[config.mk]
export PLATFORM = sky130hd
export DESIGN_NAME = fetch_sequencer
export DESIGN_NICKNAME = d
export VERILOG_FILES = /design/src/rtl/fetch_sequencer.sv
export SDC_FILE = /design/constraint.sdc
export NUM_CORES = 1
export LEC_CHECK = 0
export CORE_MARGIN = 2
export CORE_UTILIZATION = 53
export CTS_BUF_LIST = sky130_fd_sc_hd__clkbuf_16
export CTS_CLUSTER_SIZE = 10
export DETAILED_ROUTE_END_ITERATION = 16
export GPL_ROUTABILITY_DRIVEN = 0
export GPL_TIMING_DRIVEN = 0
export PLACE_DENSITY = 0.88
export SLEW_MARGIN = 30
export SYNTH_ARGS = -nofsm -noshare
export SYNTH_HDL_FRONTEND = slang
export SYNTH_SLANG_ARGS = --single-unit
[constraint.sdc]
create_clock -name clk -period 7 [get_ports clk]
set_clock_uncertainty 0.1 [all_clocks]
set_input_delay 0.7 -clock clk [delete_from_list [all_inputs] [get_ports clk]]
set_output_delay 0.7 -clock clk [all_outputs]
set_load 0.02 [all_outputs]
[src/rtl/fetch_sequencer.sv]
// Instruction fetch sequencer: owns the PC, issues req/ack fetches to a variable-latency
// instruction memory and presents instructions to decode through a one-entry skid buffer.
module fetch_sequencer #(
    parameter logic [31:0] RESET_PC = 32'h0000_0000,
    parameter logic [31:0] PC_STEP  = 32'd4
) (
    input  logic        clk,
    input  logic        reset,
    output logic        imem_req,
    output logic [31:0] imem_addr,
    input  logic        imem_ack,
    input  logic [31:0] imem_rdata,
    input  logic        redirect_valid,
    input  logic [31:0] redirect_pc,
    input  logic        stall,
    output logic        if_valid,
    output logic [31:0] if_pc,
    output logic [31:0] if_instruction
);

    typedef enum logic [1:0] {
        IDLE,
        WAIT,
        DRAIN
    } state_t;

    state_t      state;
    state_t      state_next;
    logic [31:0] pc;
    logic [31:0] pending_pc;
    logic        skid_valid;
    logic [31:0] skid_pc;
    logic [31:0] skid_instruction;
    logic        transfer;
    logic        accept;
    logic        consume;

    // The PC only moves once a fetch completes, so in DRAIN it still names the old request.
    assign imem_addr = pc;

    always_comb begin
        // NOTE: every output of this block gets a default first, so no latch is inferred.
        state_next = state;
        imem_req   = 1'b0;
        unique case (state)
            IDLE:        imem_req = !skid_valid && !redirect_valid;
            WAIT, DRAIN: imem_req = 1'b1;
            default:     imem_req = 1'b0;
        endcase
        if (reset) begin
            imem_req = 1'b0;
        end

        transfer = imem_req && imem_ack;
        accept   = transfer && (state != DRAIN) && !redirect_valid;
        consume  = if_valid && !stall;

        unique case (state)
            IDLE:    if (imem_req && !imem_ack) state_next = WAIT;
            WAIT: begin
                if (transfer)            state_next = IDLE;
                else if (redirect_valid) state_next = DRAIN;
            end
            DRAIN:   if (transfer) state_next = IDLE;
            default: state_next = IDLE;
        endcase
    end

    // NOTE: all sequential state uses non-blocking assignments so every flop sees pre-edge values.
    always_ff @(posedge clk or posedge reset) begin
        if (reset) begin
            state <= IDLE;
        end else begin
            state <= state_next;
        end
    end

    always_ff @(posedge clk or posedge reset) begin
        if (reset) begin
            pc         <= RESET_PC;
            pending_pc <= 32'h0;
        end else if (redirect_valid) begin
            // Without an outstanding request (or once it completes) retarget now; else park it.
            if (state == IDLE || transfer) begin
                pc <= redirect_pc;
            end else begin
                pending_pc <= redirect_pc;
            end
        end else if (transfer) begin
            pc <= (state == DRAIN) ? pending_pc : pc + PC_STEP;
        end
    end

    always_ff @(posedge clk or posedge reset) begin
        if (reset) begin
            if_valid         <= 1'b0;
            if_pc            <= 32'h0;
            if_instruction   <= 32'h0;
            skid_valid       <= 1'b0;
            skid_pc          <= 32'h0;
            skid_instruction <= 32'h0;
        end else if (redirect_valid) begin
            if_valid   <= 1'b0;
            skid_valid <= 1'b0;
        end else if (consume) begin
            if (skid_valid) begin
                if_pc          <= skid_pc;
                if_instruction <= skid_instruction;
                skid_valid     <= 1'b0;
            end else if (accept) begin
                if_pc          <= pc;
                if_instruction <= imem_rdata;
            end else begin
                if_valid <= 1'b0;
            end
        end else if (accept) begin
            // Output empty takes the beat directly; a stalled full output pushes it to the skid.
            if (!if_valid) begin
                if_pc          <= pc;
                if_instruction <= imem_rdata;
                if_valid       <= 1'b1;
            end else begin
                skid_pc          <= pc;
                skid_instruction <= imem_rdata;
                skid_valid       <= 1'b1;
            end
        end
    end

endmodule

==> impl_metrics.json <==
{
  "synth_xor_area_frac": 0.00850,
  "reg2reg_depth": 9,
  "drtPass1Iterations": 6,
  "nets": 1084,
  "synth_adder_area_share": 0.00674,
  "power_frac_clock": 0.199,
  "stdcell_count": 1248,
  "powerDensity_nw_per_um2": 416,
  "io_buffers": 166,
  "antenna_left": 0,
  "swShare": 0.382,
  "crit_arrival_ns": 2.59,
  "dieArea_sq_um": 18600,
  "rsz0062_at_grt": "no",
  "setup_ws_ns": 3.61,
  "status": "finished clean",
  "synth.most_common_cell": "dfrtp_1",
  "vias_per_cell": 5.72,
  "syn_area_sq_um": 9280,
  "post-cts-setup-buffers": 0,
  "clk_pin_slew_ns": 0.07,
  "hold_ws_ns": 0.375,
  "p_leak_nw": 5.73,
  "tightest_slew_ns": 0.740,
  "cts_tree": "yes",
  "cts-root-buf": "clkbuf_16",
  "worstPathRequired_ns": 6.20,
  "irDropWorstVdd_v": 0.000213,
  "wl_per_cell_um": 18.6,
  "design_power_total_w": 0.00495,
  "synth_top_family_by_area": "multiplexers",
  "reg2reg_from": "state[0]",
  "clk_latency_ns": 0.43,
  "synth_top_area_frac": 0.529,
  "p_switching_w": 0.00189,
  "drv_slew": 0,
  "min_path_type": "reg2reg",
  "whs_path_depth": 2,
  "post-place-cells": 1216,
  "cts_resized": 0,
  "synth_common_cells": "dfrtp_1 (196), nand2_1 (90), o21ai_0 (88)",
  "seq_area_frac_synth": 0.529,
  "relSlewSlack": 0.507,
  "pin_count": 167,
  "ys_warn_count": 0,
  "synth_top_area_cell": "dfrtp_1",
  "crit_path_max_fanout": 7,
  "drt_iter0_drc": 630,
  "vias": 7134,
  "max_cap_viol_count": 0,
  "fin_crit_ns": 3.39,
  "synth-async-reset-ratio": 1.00,
  "postSynthCellCount": 823,
  "hold_violations": 0,
  "row_count": 48,
  "synth_cell_type_count": 67,
  "fmax_ghz": 0.295,
  "start_util": 0.540,
  "cts_max_path_buffers": 2,
  "synth_area_leaders": "dfrtp_1 (53%), mux2_2 (10%), mux2i_1 (7.6%)",
  "dp_hpwl_um": 16400,
  "die_x_um": 136,
  "postSynthAreaPerCell_sq_um": 11.3,
  "synth_compound_area_frac": 0.126,
  "synth_nets": 897,
  "final.period_utilization": 0.484,
  "ctsHoldBuffers": 0,
  "pre_cts_slack_ns": 3.68,
  "synth_edf_count": 0,
  "hold_start": "if_pc[29]",
  "p_int_w": 0.00306,
  "htree_levels": 4,
  "drive_above_1_share": 0.162,
  "synthSimpleGateAreaFrac": 0.0978,
  "combinationalPowerShare": 0.414,
  "design.core.area_sq_um": 17200,
  "die_h_um": 136,
  "drt_wl_total_um": 23200,
  "holdPathEnd": "if_pc[29]",
  "antenna_found_initial": 0,
  "syn_to_final_growth_pct": 28.0,
  "setup_violations": 0,
  "grt_pass1_wl_um": 36400,
  "critical_path.endpoint_type": "primary output",
  "synth_seq_cells": 196,
  "grt_pass1_vias": 7064,
  "worstSetupPathType": "reg2out",
  "synth_mux_area_frac": 0.194,
  "rr_endpoint": "imem_addr[14]",
  "clock-sinks": 196,
  "grt-ovfl-total": 0,
  "post-route-drc-count": 0,
  "cts_inserted_buffers": 17,
  "seqPwrFrac": 0.387,
  "grt_usage": 0.254,
  "n_antenna_cell": 0,
  "ys.flop_type": "dfrtp_1",
  "grt_max_degree": 98,
  "cp-start-kind": "register",
  "rrSetupSlack_ns": 4.10
}
==> layer usage <==
| metal | track usage | vias to the layer above | routed length (um) |
|---|---|---|---|
| li1 | - | 3323 | - |
| met1 | 0.344 | 3458 | 10000 |
| met2 | 0.406 | 301 | 11000 |
| met3 | 0.0410 | 52 | 1520 |
| met4 | 0.109 | 0 | 657 |
| met5 | 0 | - | 0 |
==> cells in the final DEF (no fill, tap or decap), drive strengths merged, types with 3 or more instances in the layout <==
cell and instances:
o211ai 5, o21a 11, buf 34, xor2 3, and3 9, nor4 4, clkbuf 39, a2bb2oi 6
ha 5, mux2 98, dfrtp 196, nand3 13, o31ai 4, xnor2 6, mux2i 70, a22o 4
nor2 31, nor2b 3, clkinv 7, a21o 4, clkdlybuf4s50 166, nand4 9, o21ai 91, a21oi 31
a211oi 3, and4 3, nand2 92, nor3 5, inv 23, o2bb2ai 6, a211o 3, nand4b 3
o22ai 7
==> critical path, stage by stage, from the launching register on <==
cell,delay [ns]
dfrtp_1,0.44
inv_1,0.11
ha_1,0.31
nor3b_1,0.37
o21ai_0,0.24
inv_1,0.10
clkdlybuf4s50_1,0.60
==> cell families after synthesis <==
logic type      Yosys count
fa+ha+maj                 5
xor+xnor                  9
simple gates            183
flops                   196
compound gates          191
mux                     168
buf+inv                  71
==> power by group through the flow <==
| stage | sequential, W | combinational, W | clock (W) |
|---|---|---|---|
| floorplan | 0.00216 | 0.000870 | 0 |
| global placement | 0.00190 | 0.00197 | 0 |
| detailed placement | 0.00193 | 0.00203 | 0 |
| CTS | 0.00191 | 0.00205 | 0.00100 |
| global route | 0.00197 | 0.00220 | 0.00104 |
| finish | 0.00191 | 0.00205 | 0.000987 |
==> metrics by stage <==
stage | TNS [ns] | cell area (sq um) | util
floorplan | 0 | 9280 | -
finish | 0 | 11900 | 0.692
detailed placement | 0 | 11300 | 0.657
global route | 0 | 11900 | 0.692
CTS | 0 | 11900 | 0.692
global placement | -313.30 | 11200 | 0.653
==> registers in the layout, summed over array words and instances (netlist names) <==
| signal | cells |
|---|---|
| if_instruction | 32 |
| if_pc | 32 |
| if_valid | 1 |
| imem_addr | 32 |
| pending_pc | 32 |
| skid_instruction | 32 |
| skid_pc | 32 |
| skid_valid | 1 |
| state | 2 |
==> worst max-delay path by stage <==
stage / start / to / slack [ns]
after floorplan: reset / if_instruction[0] / 0.86
after global placement: reset / if_instruction[18] / -1.61
after detailed placement: redirect_valid / imem_req / 3.68
after CTS: state[0] / imem_req / 3.64
after global routing: state[0] / imem_req / 3.53
final: state[0] / imem_req / 3.61
==> cell type report <==
type | instances | area (sq um)
fillers | 1269 | 5300
inverters | 17 | 71.3
flip-flops and latches | 196 | 4900
plain buffers | 54 | 288
multi-input cells | 556 | 4020
repair buffers | 168 | 1720
clock inverters | 15 | 169
well taps | 225 | 282
clock buffers | 17 | 425
Note: power is estimated with default switching activity, not from simulation.
